===== src/rtl/injector_timing_gen.sv =====
// injector_timing_gen: peak-and-hold fuel injector timing generator; ports i_clk/i_rst, i_start/i_abort, commands W/P/H/D in, o_enable/o_busy window plus o_peak/o_hold/o_period/o_done events out
module injector_timing_gen #(
  parameter int CNT_W = 16,
  parameter int PWM_W = 8
) (
  input  logic             i_clk,
  input  logic             i_rst,
  input  logic             i_start,
  input  logic             i_abort,
  input  logic [CNT_W-1:0] i_pulse_width,
  input  logic [CNT_W-1:0] i_peak_time,
  input  logic [PWM_W-1:0] i_hold_period,
  input  logic [PWM_W-1:0] i_hold_on,
  output logic             o_enable,
  output logic             o_peak,
  output logic             o_hold,
  output logic             o_period,
  output logic             o_busy,
  output logic             o_done
);
  typedef enum logic [1:0] {IDLE, PEAK, HOLD} state_t;
  state_t r_state;
  logic [CNT_W-1:0] r_w, r_p, r_e;
  logic [PWM_W-1:0] r_h, r_d, r_k;
  logic r_enable, r_peak, r_hold, r_period, r_done;
  logic w_ld, w_run, w_go, w_in_hold, w_enter, w_pwm;
  logic [CNT_W-1:0] w_w, w_p, w_ne;
  logic [PWM_W-1:0] w_h, w_d, w_kn;
  assign w_ld = r_state == IDLE && i_start && !i_abort && i_pulse_width != '0;
  assign w_run = r_state != IDLE && !i_abort && r_e != r_w;
  assign w_go = w_ld || w_run;
  assign w_w = w_ld ? i_pulse_width : r_w;
  assign w_p = w_ld ? i_peak_time : r_p;
  assign w_h = w_ld ? i_hold_period : r_h;
  assign w_d = w_ld ? i_hold_on : r_d;
  // e never passes W, so it cannot overflow even at the maximum pulse width
  assign w_ne = w_ld ? CNT_W'(1) : r_e + CNT_W'(1);
  assign w_in_hold = w_ne > w_p;
  assign w_enter = w_in_hold && r_state != HOLD;
  assign w_kn = (w_enter || w_h == '0 || r_k == w_h - PWM_W'(1)) ? '0 : r_k + PWM_W'(1);
  assign w_pwm = w_go && w_in_hold && w_h != '0;
  always_ff @(posedge i_clk or posedge i_rst) begin
    if (i_rst) begin
      r_state <= IDLE;
      r_w <= '0;
      r_p <= '0;
      r_h <= '0;
      r_d <= '0;
      r_e <= '0;
      r_k <= '0;
      r_enable <= 1'b0;
      r_peak <= 1'b0;
      r_hold <= 1'b0;
      r_period <= 1'b0;
      r_done <= 1'b0;
    end else begin
      if (w_ld) begin
        r_w <= i_pulse_width;
        r_p <= i_peak_time;
        r_h <= i_hold_period;
        r_d <= i_hold_on;
      end
      r_state <= w_go ? (w_in_hold ? HOLD : PEAK) : IDLE;
      r_e <= w_go ? w_ne : '0;
      r_k <= (w_go && w_in_hold) ? w_kn : '0;
      r_enable <= w_go;
      r_peak <= w_go && w_ne == w_p && w_p != '0 && w_p < w_w;
      r_period <= w_pwm && w_kn == '0;
      r_hold <= w_pwm && w_kn == w_d;
      r_done <= r_state != IDLE && !i_abort && r_e == r_w;
    end
  end
  assign o_enable = r_enable;
  assign o_busy = r_enable;
  assign o_peak = r_peak;
  assign o_hold = r_hold;
  assign o_period = r_period;
  assign o_done = r_done;
endmodule


===== config.mk =====
export PLATFORM = sky130hd
export DESIGN_NAME = injector_timing_gen
export DESIGN_NICKNAME = d
export VERILOG_FILES = /design/src/rtl/injector_timing_gen.sv
export SDC_FILE = /design/constraint.sdc
export NUM_CORES = 1
export LEC_CHECK = 0
export CAP_MARGIN = 20
export CELL_PAD_IN_SITES_DETAIL_PLACEMENT = 0
export CELL_PAD_IN_SITES_GLOBAL_PLACEMENT = 1
export CORE_MARGIN = 2
export CORE_UTILIZATION = 44
export DETAILED_ROUTE_END_ITERATION = 10
export PLACE_DENSITY = 0.87
export SETUP_SLACK_MARGIN = 0.2
export SYNTH_ARGS = -nofsm -noshare
export SYNTH_HDL_FRONTEND = slang
export SYNTH_SLANG_ARGS = --single-unit

===== constraint.sdc =====
create_clock -name i_clk -period 4.5 [get_ports i_clk]
set_input_delay 0.45 -clock i_clk [delete_from_list [all_inputs] [get_ports i_clk]]
set_output_delay 0.45 -clock i_clk [all_outputs]
set_load 0.02 [all_outputs]

==> flow_summary.toml, run 1 <==
[finish]
final-seq-area_um2 = 1980
final_common_cell = "dfrtp_1"
syn2layout_area_growth_pct = 22.8
fillers = 996
final_util_pct = 55.3
nets = 690
mostFrequentLayoutCells = "dfrtp_1, clkdlybuf4s50_1, inv_1, nor2_1, mux2i_1"
layout-drive-gt1-share_pct = 9.52
multi_input_area_um2 = 2910
antennaDiodeCount = 0
instances_no_fill = 752
fin_area_um2 = 6280

[clocking]
htreeDepth = 3
clk_latency_ns = 0.34
clockBufferDepth = 2
clock-root-buffer = "clkbuf_16"
cts_sinks = 79
cts_made_buffers = 9
tritoncts = "yes"
cts_hold_buf = 0
clk_pin_slew_ns = 0.06

[synthesis]
seq_area_frac_synth_pct = 38.6
netlist_instances = 538
syn_avg_cell_area_um2 = 9.51
synth_seq_cells = 79
netlist_area_um2 = 5120
syn-num-nets = 624
synth-edff-count = 0
yosys_warnings = 0
ys_types = 53
postSynth.asyncResetShare_pct = 100
synth_flop_cell = "dfrtp_1"

[timing]
period_share_pct = 89.3
slew_viol_final = 0
skew_ns = 0.00499
period_minus_slack_ns = 4.02
setup_viol = 0
grt_setup_unrepaired = "no"
clock.fmax_mhz = 249
fin_setup_tns_ns = 0
max-slew-margin-rel_pct = 46.9
tightest_slew_ns = 0.796
hold_viol = 0

[critical_path]
cp.required_ns = 4.73
end_kind = "flop"
timing.rr.end = "o_hold"
path_class = "input pin to flop"
worst_setup_path_start_kind = "input pin"
arrival_ns = 4.25
worstPathMaxFanout = 8
r2r_setup_slack_ns = 0.69
r2r-start = "r_e[0]"
worstRegToRegCells = 14

[drt]
wl_um = 13200
drc = 0
firstDrtPassIters = 5
vias = 4144
via_per_inst = 5.51
wl_per_cell_um = 17.6
drt-initial-drc-count = 204
final_antenna_net_count = 0

[grt]
grt_first_pass_wirelength_um = 21300
track_usage_pct = 21.8
antenna_found_initial = 0
gr-total-overflow = 0
grt_max_degree = 45
grt_pass1_vias = 4091

[placed_design]
placed_area_um2 = 5930
hpwl_um = 10200
portBuffers = 57
post-place-cells = 736
gp_congestion = 0.899

[power_and_ir_drop]
pwr_density_cell_nw_per_um2 = 378
switchingPower_mw = 0.751
combinationalPowerShare_pct = 29.3
ir_worst_vdd_uv = 205
sequentialPowerShare_pct = 37.1
swShare_pct = 31.6
leakagePower_nw = 3.01
intPower_mw = 1.62
p_clk_share_pct = 33.5

[floorplanning]
ios = 58
start_util_pct = 45.0
rows = 39
die_area_um2 = 12500
die_h_um = 112
dieWidth_um = 112
core_area_um2 = 11400

[run_status]
status = "completed"

[worst_hold_path]
hp-class = "input pin to async pin"

[job]
cap_viol_max_count = 0
[registers in the layout, indices dropped and copies added, names as in the netlist]
signal,cells
r_e,16
r_p,16
r_w,16
r_d,8
r_h,8
r_k,8
r_state,2
o_busy,1
o_done,1
o_hold,1
o_peak,1
o_period,1
[power groups by stage]
| stage | Sequential [mW] | Clock, mW | Combinational (mW) |
|---|---|---|---|
| 6_report | 0.883 | 0.797 | 0.696 |
| 5_1_grt | 0.893 | 0.838 | 0.775 |
| 4_1_cts | 0.881 | 0.810 | 0.690 |
| 3_5_place_dp | 0.893 | 0 | 0.685 |
| 3_3_place_gp | 0.890 | 0 | 0.670 |
| 2_1_floorplan | 0.875 | 0 | 0.473 |
[worst max path at each step]
stage	start	end	slack (ns)	cells after the start
floorplan	i_pulse_width[5]	o_hold	0.45	17
global placement	i_pulse_width[0]	o_hold	0.20	16
detailed placement	i_pulse_width[0]	o_hold	0.06	16
CTS	i_pulse_width[0]	o_hold	0.44	16
global route	i_pulse_width[13]	o_hold	0.23	17
finish	i_pulse_width[0]	o_hold	0.48	15
[critical path, cell delays in order]
cell and delay, ns:
clkdlybuf4s50_1 0.49, nor4_4 0.37, nand4_2 0.21, nand2_2 0.16, buf_4 0.19, mux2i_2 0.31, ha_1 0.32, nor3b_1 0.27
xor2_1 0.18, mux2i_1 0.11, xnor2_1 0.14, nor4_2 0.17, a32oi_2 0.19, a211o_1 0.35, a2111oi_2 0.31
[stage by stage]
| step | power (mW) | worst slack [ns] | hold WS (ns) |
|---|---|---|---|
| 5_1_grt | 2.51 | 0.233 | 0.572 |
| 4_1_cts | 2.38 | 0.435 | 0.545 |
| 6_report | 2.38 | 0.483 | 0.543 |
| 2_1_floorplan | 1.35 | 0.452 | 0.484 |
| 3_5_place_dp | 1.58 | 0.0616 | 0.530 |
| 3_3_place_gp | 1.56 | 0.200 | 0.514 |
[logic make-up after synthesis]
group                      synth area share [%]
xor gates and xnor gates                   9.24
DFF                                        38.6
buffers and inverters                      5.28
AOI/OAI and AO/OA                          9.12
muxes                                      9.88
adders and majority gates                  8.31
and+or+nand+nor                            19.5
[layout make-up]
type	count	share of cell area, %
inverter	48	2.89
clock inverter	5	1.29
multi-input combinational	393	46.2
tap	143	2.85
timing repair buffer	73	11.4
clock buffer	11	3.86
sequential	79	31.5
[what timing repair did]
item | in CTS | in global routing
endpoints found under the setup margin | 0 | 9
setup buffers | 0 | 0
gates resized for setup | 0 | 5
[synthesized netlist by cell type, types with 5 or more instances]
library cell  instances  area share, %
a211oi_1              5           0.73
a21o_1               10            1.5
a21oi_1              22            2.2
and2_1                5           0.61
and3_1                7           0.86
clkbuf_1             11           0.81
dfrtp_1              79             39
ha_1                 34            8.3
inv_1                47            3.4
mux2_2                6            1.3
mux2i_1              41            8.0
nand2_1              36            2.6
nand2b_1              5           0.61
nand3_1              12            1.2
nand4_1              19            2.3
nor2_1               41            3.0
nor2b_1               6           0.73
nor3_1               23            2.2
nor4_1                7           0.86
nor4_2                5            1.2
o21ai_0              13            1.3
or3_1                 6           0.73
xnor2_1              34            5.8
xor2_1               20            3.4
[routing by layer]
| metal | global-route usage [%] | wire length, um | vias to the layer above | part of all wire (%) |
|---|---|---|---|---|
| met2 | 32.8 | 5830 | 108 | 44 |
| met1 | 30.9 | 6410 | 2000 | 49 |
| met4 | 8.15 | 231 | 0 | 1.7 |
| met5 | 0 | 0 | - | 0 |
| met3 | 4.79 | 731 | 13 | 5.5 |
| li1 | - | - | 2023 | - |
Power figures use the tool's default switching activity.
==> run 2: changes to the inputs <==
--- a/config.mk
+++ b/config.mk
@@ -5,6 +5,7 @@
 export SDC_FILE = /design/constraint.sdc
 export NUM_CORES = 1
 export LEC_CHECK = 0
+export ABC_CLOCK_PERIOD_IN_PS = 4230
 export CAP_MARGIN = 20
 export CELL_PAD_IN_SITES_DETAIL_PLACEMENT = 0
 export CELL_PAD_IN_SITES_GLOBAL_PLACEMENT = 1
@@ -12,6 +13,7 @@
 export CORE_UTILIZATION = 44
 export DETAILED_ROUTE_END_ITERATION = 10
 export PLACE_DENSITY = 0.87
+export RECOVER_POWER = 25
 export SETUP_SLACK_MARGIN = 0.2
 export SYNTH_ARGS = -nofsm -noshare
 export SYNTH_HDL_FRONTEND = slang
==> constraint.sdc (replaced) <==
create_clock -name i_clk -period 4.23 [get_ports i_clk]
set_input_delay 0.423 -clock i_clk [delete_from_list [all_inputs] [get_ports i_clk]]
set_output_delay 0.423 -clock i_clk [all_outputs]
set_load 0.02 [all_outputs]
==> run 2 against run 1 <==
Effect of this change: the flow now finishes with violations (max-capacitance violations, max-slew violations); critical path depth did not move; design area rose by 2.9%; wire length rose by 3.7%; utilization rose by 1.6 points; final cell count rose by 2.7%; combinational power rose by 16%; clock power rose by 7.2%; total power rose by 9.5%; count of clock-buffer cells in the layout fell by 1; critical endpoint unchanged.
==> flow_summary.toml, run 2 (same netlist as run 1, synthesis figures left out) <==
[run_status]
status = "finished, violations left"
violations = "max-capacitance violations, max-slew violations"

[worst_hold_path]
hp-class = "flop to flop"
min_to = "r_p[0]"
worstHoldStart = "r_p[0]"
whs_path_depth = 2

[critical_path]
path_buf_inv = 2
path_cells = "clkdlybuf4s50_1 -> nor4_2 -> nand4_2 -> nand2_4 -> buf_12 -> mux2i_1 -> ha_1 -> a21o_1 -> a21o_1 -> a21oi_1 -> o41a_1 -> a21oi_2 -> a32oi_2 -> nand4_1 -> a2111oi_2"
cpPeakStageDelay_ns = 0.45
path_class = "input pin to flop"
arrival_ns = 4.00
cp_slowest_cell = "clkdlybuf4s50_1"
worstRegToRegCells = 13
end_kind = "flop"
cpMostUsedCell = "a21o_1"
r2r-start = "r_e[0]"
cp.required_ns = 4.47
cp_top_family = "compound AO/OA/AOI/OAI gates"
worst_setup_path_start_kind = "input pin"
worstPathMaxFanout = 18
r2r_setup_slack_ns = 0.57
timing.rr.end = "o_hold"

[clocking]
clock-root-buffer = "clkbuf_16"
clk_pin_slew_ns = 0.06
cts_made_buffers = 9
tritoncts = "yes"
clk_latency_ns = 0.35
clockBufferDepth = 2
cts_setup_buffers = 0
htreeDepth = 3
cts_sinks = 79

[grt]
gr-total-overflow = 0
grt_max_degree = 47
grt_pass1_vias = 4249
track_usage_pct = 22.7
grt_first_pass_wirelength_um = 22200
antenna_found_initial = 0

[drt]
drc = 0
vias = 4297
drt-initial-drc-count = 310
wl_per_cell_um = 17.7
via_per_inst = 5.57
firstDrtPassIters = 5
wl_um = 13700
final_antenna_net_count = 0

[power_and_ir_drop]
switchingPower_mw = 0.822
sequentialPowerShare_pct = 36.1
p_clk_share_pct = 32.8
intPower_mw = 1.78
pwr_density_cell_nw_per_um2 = 402
leakagePower_nw = 3.13
ir_worst_vdd_uv = 218
swShare_pct = 31.6
combinationalPowerShare_pct = 31.0

[timing]
max-slew-margin-rel_pct = -36.9
period_share_pct = 88.8
grt_setup_unrepaired = "no"
hold_viol = 0
skew_ns = 0.00926
clock.fmax_mhz = 266
period_minus_slack_ns = 3.76
holdWs_ns = 0.531
slew_viol_final = 47
tightest_slew_ns = 2.04
setup_viol = 0

[finish]
reg.largest.list = "r_e (16), r_p (16), r_w (16)"
multi_input_area_um2 = 2910
nets = 711
layout-drive-gt1-share_pct = 12.7
final-seq-area_um2 = 1980
instances_no_fill = 772
final_util_pct = 56.9
mostFrequentLayoutCells = "dfrtp_1, clkdlybuf4s50_1, inv_1, mux2i_1, nor2_1"
final_common_cell = "dfrtp_1"
syn2layout_area_growth_pct = 26.4
antennaDiodeCount = 0
fillers = 1012

[job]
cap_viol_max_count = 1

[floorplanning]
dieWidth_um = 112
die_area_um2 = 12500
ios = 58
die_h_um = 112
rows = 39
core_area_um2 = 11400
start_util_pct = 45.0

[placed_design]
post-place-cells = 756
gp_congestion = 0.899
hpwl_um = 10500
portBuffers = 57
run 2: layout make-up:
| class | count | share of cell area (%) |
|---|---|---|
| clock buffer | 10 | 3.70 |
| clock inverter | 5 | 1.26 |
| inverter | 48 | 2.81 |
| multi-input combinational | 393 | 44.9 |
| sequential | 79 | 30.6 |
| tap | 143 | 2.77 |
| timing repair buffer | 94 | 14.0 |
run 2: worst max path at each step:
| stage | start | to | slack, ns | cells after the start |
|---|---|---|---|---|
| final | i_pulse_width[13] | o_hold | 0.47 | 15 |
| after global routing | i_pulse_width[0] | o_hold | 0.20 | 14 |
| after CTS | i_pulse_width[5] | o_hold | 0.34 | 15 |
| after detailed placement | i_pulse_width[5] | o_hold | -0.02 | 15 |
| after global placement | i_pulse_width[5] | o_hold | 0.15 | 15 |
| after floorplan | i_pulse_width[5] | o_hold | 0.21 | 17 |
run 2: tightest hold or removal path: stages (launching register included):
cell and delay [ns]:
dfrtp_1 0.33, mux2i_1 0.09, inv_1 0.08
run 2: power by group through the flow:
| stage | Clock (mW) | Sequential, mW | Combinational (mW) |
|---|---|---|---|
| after global placement | 0 | 0.945 | 0.772 |
| after detailed placement | 0 | 0.951 | 0.791 |
| final | 0.854 | 0.939 | 0.807 |
| after floorplan | 0 | 0.931 | 0.503 |
| after global routing | 0.900 | 0.952 | 0.908 |
| after CTS | 0.864 | 0.938 | 0.796 |
run 2: per-layer routing:
metal	global-route usage, %	vias to the layer above	share of wire (%)
li1	-	2064	-
met1	33.4	2090	48
met2	34.1	128	45
met3	4.63	15	5.7
met4	6.58	0	1.6
met5	0	-	0
run 2: what timing repair did:
action / CTS / global route
resized for setup: 0 / 6
hold buffers: 0 / 0
endpoints found under the setup margin: 0 / 1
run 2: per-stage QoR:
| step | power, mW | setup TNS [ns] | cell area (um^2) | worst slack (ns) |
|---|---|---|---|---|
| after floorplan | 1.43 | 0 | 5120 | 0.209 |
| after global placement | 1.72 | 0 | 6090 | 0.152 |
| after detailed placement | 1.74 | -0.0174 | 6090 | -0.0174 |
| after CTS | 2.60 | 0 | 6410 | 0.344 |
| after global routing | 2.76 | 0 | 6470 | 0.202 |
| final | 2.60 | 0 | 6470 | 0.473 |
